==> config.mk <==
export PLATFORM = sky130hd
export DESIGN_NAME = idpair_packer_flat
export DESIGN_NICKNAME = d
export VERILOG_FILES = /design/src/rtl/idpair_packer_pkg.sv /design/src/rtl/idpair_packer_if.sv /design/src/rtl/idpair_out_reg.sv /design/src/rtl/idpair_packer.sv /design/src/flat_wrapper.sv
export SDC_FILE = /design/constraint.sdc
export NUM_CORES = 2
export LEC_CHECK = 0
export CAP_MARGIN = 20
export CORE_MARGIN = 3
export CORE_UTILIZATION = 35
export DETAILED_ROUTE_END_ITERATION = 7
export GPL_ROUTABILITY_DRIVEN = 0
export GPL_TIMING_DRIVEN = 0
export PLACE_DENSITY = 0.57
export SLEW_MARGIN = 30
export SYNTH_ARGS = -nofsm -noshare
export SYNTH_HDL_FRONTEND = slang
export SYNTH_SLANG_ARGS = --single-unit
==> constraint.sdc <==
create_clock -name clk -period 3.5 [get_ports clk]
set_clock_uncertainty 0.2 [all_clocks]
set_input_delay 0.875 -clock clk [delete_from_list [all_inputs] [get_ports clk]]
set_output_delay 0.875 -clock clk [all_outputs]
set_load 0.1 [all_outputs]
==> src/rtl/idpair_packer_pkg.sv <==
// Shared constants and FSM encoding for the ID-pair packer and its bench.
// Derived widths follow the tanimoto defaults: 10-bit IDs, 20-bit pairs, 25 slots.
package idpair_packer_pkg;

    localparam int BUS_WIDTH_DEF    = 512;
    localparam int VECTOR_WIDTH_DEF = 920;
    localparam int VEC_ID_WIDTH_DEF = $clog2(VECTOR_WIDTH_DEF);
    localparam int PAIR_WIDTH_DEF   = 2 * VEC_ID_WIDTH_DEF;

    typedef enum logic [1:0] {
        S_RUN         = 2'd0,
        S_FLUSH_MOVE  = 2'd1,
        S_FLUSH_DRAIN = 2'd2
    } state_t;

    function automatic int pairs_per_word(input int bus_w, input int pair_w);
        return bus_w / pair_w;
    endfunction

    function automatic int count_width(input int bus_w, input int pair_w);
        return $clog2(pairs_per_word(bus_w, pair_w) + 1);
    endfunction

endpackage

==> src/rtl/idpair_packer_if.sv <==
// Pair-in / word-out bundle between the tanimoto pair stream, the packer and the write FIFO.
// The master side drives the upstream pair and downstream back-pressure.
interface idpair_packer_if
    import idpair_packer_pkg::*;
#(
    parameter int PAIR_WIDTH = PAIR_WIDTH_DEF,
    parameter int BUS_WIDTH  = BUS_WIDTH_DEF
);
    logic                  i_IDPair_Ready;
    logic [PAIR_WIDTH-1:0] i_IDPair_Out;
    logic                  o_IDPair_Read;
    logic [BUS_WIDTH-1:0]  o_Word;
    logic                  o_Write;
    logic                  i_Full;
    logic                  i_Flush;
    logic                  o_FlushDone;
    logic [31:0]           o_PairCount;
    logic                  o_Busy;

    modport master (
        output i_IDPair_Ready, i_IDPair_Out, i_Full, i_Flush,
        input  o_IDPair_Read, o_Word, o_Write, o_FlushDone, o_PairCount, o_Busy
    );

    modport slave (
        input  i_IDPair_Ready, i_IDPair_Out, i_Full, i_Flush,
        output o_IDPair_Read, o_Word, o_Write, o_FlushDone, o_PairCount, o_Busy
    );
endinterface

==> src/rtl/idpair_out_reg.sv <==
// Single-entry holding register for a result word with load / valid / full handshake.
// ready_o is high when empty or when the held word leaves this cycle, allowing bubble-free reload.
module idpair_out_reg #(
    parameter int WIDTH = 512
) (
    input  logic             clk,
    input  logic             rstn,
    input  logic             load_i,
    input  logic [WIDTH-1:0] data_i,
    input  logic             full_i,
    output logic             valid_o,
    output logic             ready_o,
    output logic             write_o,
    output logic [WIDTH-1:0] data_o
);
    logic             valid_q;
    logic [WIDTH-1:0] data_q;

    assign write_o = valid_q && !full_i;
    assign ready_o = !valid_q || write_o;
    assign valid_o = valid_q;
    assign data_o  = data_q;

    always_ff @(posedge clk or negedge rstn) begin
        if (!rstn) begin
            valid_q <= 1'b0;
            data_q  <= '0;
        end else if (load_i) begin
            valid_q <= 1'b1;
            data_q  <= data_i;
        end else if (write_o) begin
            valid_q <= 1'b0;
        end
    end
endmodule

==> src/rtl/idpair_packer.sv <==
// Drains (ID_A, ID_B) pairs into 25-slot words with a pair count in the top bits,
// and emits a trailing partial word on flush.
module idpair_packer
    import idpair_packer_pkg::*;
#(
    parameter int BUS_WIDTH    = BUS_WIDTH_DEF,
    parameter int VECTOR_WIDTH = VECTOR_WIDTH_DEF
) (
    input  logic           clk,
    input  logic           rstn,
    idpair_packer_if.slave bus
);
    localparam int VEC_ID_WIDTH   = $clog2(VECTOR_WIDTH);
    localparam int PAIR_WIDTH     = 2 * VEC_ID_WIDTH;
    localparam int PAIRS_PER_WORD = pairs_per_word(BUS_WIDTH, PAIR_WIDTH);
    localparam int COUNT_W        = count_width(BUS_WIDTH, PAIR_WIDTH);
    localparam int PAYLOAD_W      = PAIRS_PER_WORD * PAIR_WIDTH;
    localparam logic [COUNT_W-1:0] CNT_FULL = COUNT_W'(PAIRS_PER_WORD);

    if (BUS_WIDTH - PAYLOAD_W < COUNT_W) begin : g_width_check
        $error("idpair_packer: no room for the count field above the pair slots");
    end

    state_t               state_q, state_d;
    logic [COUNT_W-1:0]   cnt_q, cnt_d;
    logic [31:0]          pair_count_q;
    logic [PAYLOAD_W-1:0] payload;
    logic [BUS_WIDTH-1:0] word;
    logic                 pop, xfer, flush_done;
    logic                 out_valid, out_ready, out_write;

    // A full accumulator blocks popping until it has moved to the output register.
    assign pop  = bus.i_IDPair_Ready && (cnt_q < CNT_FULL) && (state_q == S_RUN) && !bus.i_Flush;
    assign xfer = ((cnt_q == CNT_FULL) || ((state_q == S_FLUSH_MOVE) && (cnt_q != '0))) && out_ready;

    always_comb begin
        cnt_d = cnt_q;
        if (xfer) begin
            cnt_d = '0;
        end else if (pop) begin
            cnt_d = cnt_q + 1'b1;
        end
    end

    always_ff @(posedge clk or negedge rstn) begin
        if (!rstn) begin
            cnt_q        <= '0;
            pair_count_q <= '0;
            state_q      <= S_RUN;
        end else begin
            cnt_q   <= cnt_d;
            state_q <= state_d;
            if (pop) begin
                pair_count_q <= pair_count_q + 32'd1;
            end
        end
    end

    for (genvar gi = 0; gi < PAIRS_PER_WORD; gi++) begin : g_slot
        logic [PAIR_WIDTH-1:0] slot_q;

        always_ff @(posedge clk or negedge rstn) begin
            if (!rstn) begin
                slot_q <= '0;
            end else if (xfer) begin
                slot_q <= '0;
            end else if (pop && (cnt_q == COUNT_W'(gi))) begin
                slot_q <= bus.i_IDPair_Out;
            end
        end

        assign payload[gi*PAIR_WIDTH +: PAIR_WIDTH] = slot_q;
    end

    always_comb begin
        word                        = '0;
        word[PAYLOAD_W-1:0]         = payload;
        word[BUS_WIDTH-1 -: COUNT_W] = cnt_q;
    end

    idpair_out_reg #(
        .WIDTH(BUS_WIDTH)
    ) u_out_reg (
        .clk    (clk),
        .rstn   (rstn),
        .load_i (xfer),
        .data_i (word),
        .full_i (bus.i_Full),
        .valid_o(out_valid),
        .ready_o(out_ready),
        .write_o(out_write),
        .data_o (bus.o_Word)
    );

    always_comb begin
        state_d    = state_q;
        flush_done = 1'b0;
        case (state_q)
            S_RUN: begin
                if (bus.i_Flush) begin
                    state_d = S_FLUSH_MOVE;
                end
            end
            S_FLUSH_MOVE: begin
                if ((cnt_q == '0) || xfer) begin
                    state_d = S_FLUSH_DRAIN;
                end
            end
            S_FLUSH_DRAIN: begin
                if (!out_valid) begin
                    flush_done = 1'b1;
                    state_d    = S_RUN;
                end
            end
            default: begin
                state_d = S_RUN;
            end
        endcase
    end

    assign bus.o_IDPair_Read = pop;
    assign bus.o_Write       = out_write;
    assign bus.o_FlushDone   = flush_done;
    assign bus.o_PairCount   = pair_count_q;
    assign bus.o_Busy        = (cnt_q != '0) || out_valid;
endmodule

==> src/flat_wrapper.sv <==
// flat-port wrapper written by rule: the top's interface ports become plain ports
module idpair_packer_flat import idpair_packer_pkg::*;
#(
    parameter int BUS_WIDTH    = BUS_WIDTH_DEF,
    parameter int VECTOR_WIDTH = VECTOR_WIDTH_DEF
)
  (clk, rstn, bus_i_IDPair_Ready, bus_i_IDPair_Out, bus_i_Full, bus_i_Flush, bus_o_IDPair_Read, bus_o_Word, bus_o_Write, bus_o_FlushDone, bus_o_PairCount, bus_o_Busy);
  idpair_packer_if #(.PAIR_WIDTH((20)), .BUS_WIDTH(BUS_WIDTH)) bus_i ();
  input  logic clk;
  input  logic rstn;
  input wire logic [$bits(bus_i.i_IDPair_Ready)-1:0] bus_i_IDPair_Ready;
  input wire logic [$bits(bus_i.i_IDPair_Out)-1:0] bus_i_IDPair_Out;
  input wire logic [$bits(bus_i.i_Full)-1:0] bus_i_Full;
  input wire logic [$bits(bus_i.i_Flush)-1:0] bus_i_Flush;
  output wire logic [$bits(bus_i.o_IDPair_Read)-1:0] bus_o_IDPair_Read;
  output wire logic [$bits(bus_i.o_Word)-1:0] bus_o_Word;
  output wire logic [$bits(bus_i.o_Write)-1:0] bus_o_Write;
  output wire logic [$bits(bus_i.o_FlushDone)-1:0] bus_o_FlushDone;
  output wire logic [$bits(bus_i.o_PairCount)-1:0] bus_o_PairCount;
  output wire logic [$bits(bus_i.o_Busy)-1:0] bus_o_Busy;
  assign bus_i.i_IDPair_Ready = bus_i_IDPair_Ready;
  assign bus_i.i_IDPair_Out = bus_i_IDPair_Out;
  assign bus_i.i_Full = bus_i_Full;
  assign bus_i.i_Flush = bus_i_Flush;
  assign bus_o_IDPair_Read = bus_i.o_IDPair_Read;
  assign bus_o_Word = bus_i.o_Word;
  assign bus_o_Write = bus_i.o_Write;
  assign bus_o_FlushDone = bus_i.o_FlushDone;
  assign bus_o_PairCount = bus_i.o_PairCount;
  assign bus_o_Busy = bus_i.o_Busy;
  idpair_packer #(.BUS_WIDTH(BUS_WIDTH), .VECTOR_WIDTH(VECTOR_WIDTH)) u_core (.clk(clk), .rstn(rstn), .bus(bus_i));
endmodule
Yosys cells after proc, flatten, opt, wreduce, memory -nomap -nowiden
Cells that the tools add are included.
{"block": "totals", "register_bits": 1045, "elab_cells": 192, "output_inout_bits": 548}
{"block": "classes", "eq_ne": 30, "order_cmp": 1, "addsub": 2, "mux": 60, "n_reduce_logical": 69}
{"cell": "20-bit two-way mux", "count": 50}
{"cell": "2-bit nonzero test", "count": 27}
{"cell": "5-bit equality test (second input constant)", "count": 10}
{"cell": "5-bit by 4-bit equality test with 1-bit output (second input constant)", "count": 8}
{"cell": "32-bit by 1-bit adder with 32-bit output (second input constant)", "count": 1}
{"cell": "1-bit logical AND", "count": 31}
{"cell": "5-bit by 3-bit equality test with 1-bit output (second input constant)", "count": 4}
{"cell": "5-bit by 2-bit equality test with 1-bit output (second input constant)", "count": 2}
{"cell": "5-bit two-way mux", "count": 2}
{"cell": "2-bit two-way mux", "count": 3}
{"cell": "2-bit inequality test (second input constant)", "count": 3}
{"cell": "2-bit one-hot mux with 3 select lines", "count": 1}
{"cell": "5-bit by 1-bit adder with 5-bit output (second input constant)", "count": 1}
{"cell": "5-bit by 1-bit equality test with 1-bit output (second input constant)", "count": 1}
{"cell": "5-bit zero test", "count": 1}
{"cell": "5-bit < comparator (second input constant)", "count": 1}
{"cell": "5-bit nonzero test", "count": 1}
{"cell": "1-bit logical OR", "count": 4}
{"cell": "1-bit two-way mux", "count": 4}
{"cell": "1-bit zero test", "count": 3}
{"cell": "3-bit AND reduction", "count": 1}
{"cell": "2-bit by 1-bit equality test with 1-bit output (second input constant)", "count": 1}
{"cell": "2-bit equality test (second input constant)", "count": 1}
{"cell": "2-bit zero test", "count": 1}

Depth between registers and ports, before layout
{"block": "depth", "depth_word": 7, "depth_mapped": 10, "mapped_depth_nobuf": 7}

By module
From an unflattened synthesis, not the netlist that was laid out.
{"block": "unflattened", "cells_unflattened": 3568, "area_unflattened_um2": 41313.4}
{"mod": "idpair_packer", "n_inst": 1, "cells_each": 2483, "area_each_um2": 22076.2}
{"mod": "idpair_out_reg", "n_inst": 1, "cells_each": 1085, "area_each_um2": 19237.2}

Least setup slack after synthesis
No wires, ideal clock.
{"block": "synth_path", "kind": "register to output", "from": "reg u_core.state_q[0]", "to": "out bus_o_FlushDone", "required_ns": 2.425, "setup_slack_ns": -0.268, "path_buffers": 0, "path_stages_with_launch": 2, "arrival_time_ns": 2.693, "path_cell_list": "dfrtp_1 > nor3b_1"}
{"block": "synth_via", "elab_chain_cells": 2}
{"element": "start: declaration", "line": "idpair_packer.sv:24", "rtl": "state_t state_q, state_d;"}
{"element": "start signal: assignment", "line": "idpair_packer.sv:52", "rtl": "state_q <= state_d;"}
{"element": "2-bit equality test", "line": "idpair_packer.sv:98", "rtl": "case (state_q)"}
{"element": "1-bit two-way mux", "line": "idpair_packer.sv:98"}
{"element": "end: declaration", "line": "flat_wrapper.sv:18", "rtl": "output wire logic [$bits(bus_i.o_FlushDone)-1:0] bus_o_FlushDone;"}
Every way passes these cells.

Final worst setup path
{"block": "layout_path", "from": "reg u_core.u_out_reg.data_q[137] (netlist: u_core.u_out_reg.data_o[137])", "to": "out bus_o_Word[137]"}
{"element": "start: declaration", "line": "idpair_out_reg.sv:17", "rtl": "logic [WIDTH-1:0] data_q;"}
{"element": "start signal: assignment", "line": "idpair_out_reg.sv:30", "rtl": "data_q <= data_i;"}
{"element": "end: declaration", "line": "flat_wrapper.sv:16", "rtl": "output wire logic [$bits(bus_i.o_Word)-1:0] bus_o_Word;"}
No word-level cell between the ends.

==> results.md <==
* Outcome: completed
* Initial antenna violation count at 1
* Die ar. at 0.121 mm2
* Detailed placement HPWL at between 100000 and 150000 um
* Final wirelength at 145000 um
* Power per cell area at slightly below 800 mW/mm2
* TritonRoute pass-1 iters at 7
* 1st-iter DRT viols at 2185
* Period utilization at 98.3%
* Synthesized area per cell at ~12 um2
* Slew HR at 29.9%
* Setup violations, final at 0
* FF-to-FF setup slack at roughly 310 ps
* RSZ-0062 raised after global routing: no
* Final Max Tran Viols at 0
* Sw Ratio at 39.6%
* # port buffers at 545
* Post-Syn Area at 0.0408 mm2
* Clock share of power at 31.1%
* CTS Buf Count at 114
* Fillers at 10800
* Avg WL per Cell at 25.0 um
* Critical path class: flip-flop to primary output
* Core area at between 0.1 and 0.15 mm2
* Worst hold endpoint: u_core.bus.o_PairCount[31]
* Root Driver: clkbuf_16
* Starting density of the core at 35.5%
* WP data arrival at 2370 ps
* Largest net degree at the start of global routing at 124
* Total gr overflow at 0
* Grt met2 use at between 30% and 40%
* Via density at approximately 5
* Nets at 4225
* Hold Crit Start: u_core.bus.o_PairCount[31]
* Worst skew pair latency at 700 ps
* Design Power at 40.4 mW
* Leakage Power at 24.6 nW
* Residual DRC at 0
* Internal power at 24.4 mW
* First-pass GRT wire length at 209000 um
* Count leader, synth: dfrtp_1
* Main synth FF type: dfrtp_1
* CTS sink count at approximately 1000
* Max_cap viols at 0
* Reg2Reg Launch Point: u_core.cnt_q[1]
* Synthesis Warnings at 0
* Synth top area share at 64.0%
* Htree depth at 3
* Hold_ws at around 280 ps
* VDD IR max at 0.424 mV
* Ant. Diodes at 0
* CP delay by family, top: buffers and inverters
* Row cnt at 124
* Synth top cells by count: dfrtp_1 (1045), nand2_1 (1003), mux2_2 (505)
* Critical Path Max Stage Delay at 1180 ps
* Worst path cell trace: clkdlybuf4s50_1
* Critical path launch point type: flip-flop
* Grt met1 use at 31.7%
* Share of cells above drive strength 1 at approximately a quarter
* Crit path buffers/inverters at 1
* Crit path max fanout at 2
* Most area-hungry cell type in the Yosys netlist: dfrtp_1
* R2R depth at 10
* Crit path depth at 1
* Die height at 348 um
* Sequential area share after synthesis at 64.0%
* Area delta synth->final at 27.4%
* Met3 GRT Util at 5.55%
* Crit-path slowest cell: clkdlybuf4s50_1
* Synth unique cells at 44
* Post-DRT Antenna Nets at 0
* Actual slew at the worst max-slew pin at 1050 ps
* Die width at 348 um
* Async set-or-reset flop fraction in the synthesized netlist at 100%
* Hold Violations, Final at 0
* Top post-synthesis cells by area: dfrtp_1 (64%), mux2_2 (14%), nand2_1 (9.2%), a21oi_1 (5.9%), clkbuf_1 (1.2%)
* Hold path cells at 1
* Syn Inst Count at roughly 3500
* NetSw at 16.0 mW
* Clock-pin slew on the worst setup and hold paths at 60 ps
* Clk buf depth at 3
* Yosys reg bits at 1045
* Worst Hold Class: flip-flop to flip-flop
* Total GRT Usage at between 20% and 30%
* Busiest grt layer: met2
* FMAX at 0.291 GHz
* Sequential share of power at 35.5%
* Period minus WS final at 3440 ps
* Number of global-route vias before repair at 28900
* Crit path required time at 2420 ps
* DR vias at 28900
* Comb pwr share at 33.4%
* CP Capture Type: primary output
* Crit Reg-Reg Endpoint: u_core.g_slot[22].slot_q[4]
* I/O pins at 573
* CTS tree: done
* Post-synth EDFFs at 0
-- how the worst max path moves through the flow --
stage	endpoint	slack [ps]	startpoint
finish	bus_o_Word[137]	60	u_core.u_out_reg.data_o[137]
global route	u_core.g_slot[4].slot_q[7]	6	bus_i_IDPair_Ready
CTS	bus_o_IDPair_Read	1	bus_i_IDPair_Ready
detailed placement	bus_o_IDPair_Read	-1600	bus_i_IDPair_Ready
global placement	u_core.u_out_reg.data_o[349]	-47650	rstn
floorplan	bus_o_Write	210	bus_i_Full
-- placed cells by master, fill, tap and decap left out, types with 12 or more instances in the layout --
cell and count:
clkbuf_8 26, a21oi_1 482, buf_2 216, clkbuf_1 112, buf_6 41, clkinv_2 18, nand2_1 1003, clkbuf_16 119
nand3_1 17, dfrtp_1 1043, nor2_1 37, mux2_2 505, xor2_1 12, buf_16 14, a22o_1 20, clkbuf_2 40
buf_4 47, xnor2_1 22, clkdlybuf4s50_1 391
-- state kept, by name, indices dropped and copies added (netlist names) --
register / cells
u_core.u_out_reg.data_o: 505
u_core.g_slot.slot_q: 500
u_core.bus.o_PairCount: 32
u_core.cnt_q: 5
u_core.state_q: 2
u_core.u_out_reg.valid_o: 1
-- metrics by stage --
step                setup slack, ps  cell area (um2)  cells  utilization [%]  TNS (ps)
global route                   6.30            52000   5796             45.2         0
CTS                            1.34            52000   5792             45.1         0
global placement             -47650            48200   5565             41.9         -
detailed placement            -1600            48000   5580             41.7   -200820
floorplan                       215            40900   3508                -         0
finish                         58.7            52000   5796             45.2         0
-- cell type report --
cell class | count | area [um2] | area share [%]
inverters | 9 | 41.3 | 0.0794
multi-input cells | 2171 | 13100 | 25.3
plain buffers | 283 | 1650 | 3.17
repair buffers | 570 | 5230 | 10.1
well taps | 1512 | 1890 | 3.64
clock buffers | 161 | 3350 | 6.45
clock inverters | 45 | 548 | 1.05
flip-flops and latches | 1045 | 26200 | 50.3
-- what timing repair did --
item                                    4_1_cts  5_1_grt
pin swaps                                     1        0
setup buffers                                 5        2
hold endpoints to repair                     46        0
endpoints found under the setup margin      403      578
gates cloned                                  0        2
hold buffers                                  1        0
gates resized for setup                      39        6
-- cells by family after synthesis --
logic type / after synthesis / share of synthesized area (%)
other: 1 / 0.00918
and+or+nand+nor: 1111 / 10.7
buffers and inverters: 292 / 3.95
muxes: 506 / 13.9
xor gates and xnor gates: 34 / 0.729
DFF: 1045 / 64.0
AOI/OAI and AO/OA: 507 / 6.44
adders and majority gates: 6 / 0.184
-- power groups by stage --
stage | Sequential (mW) | Clock [mW] | Combinational, mW
floorplan | 19.6 | 0 | 4.29
finish | 14.3 | 12.6 | 13.5
detailed placement | 14.6 | 0 | 13.4
CTS | 14.3 | 12.8 | 13.6
global placement | 14.6 | 0 | 13.4
global route | 14.5 | 13.3 | 14.0
-- layer usage --
metal / up-vias / share of wire (%) / wire length (um)
li1: 13000 / - / -
met1: 14900 / 43 / 62700
met2: 818 / 48 / 68800
met3: 186 / 6.4 / 9230
met4: 0 / 2.7 / 3960
met5: - / 0 / 0
No activity file was read; power rests on OpenSTA's default activity.
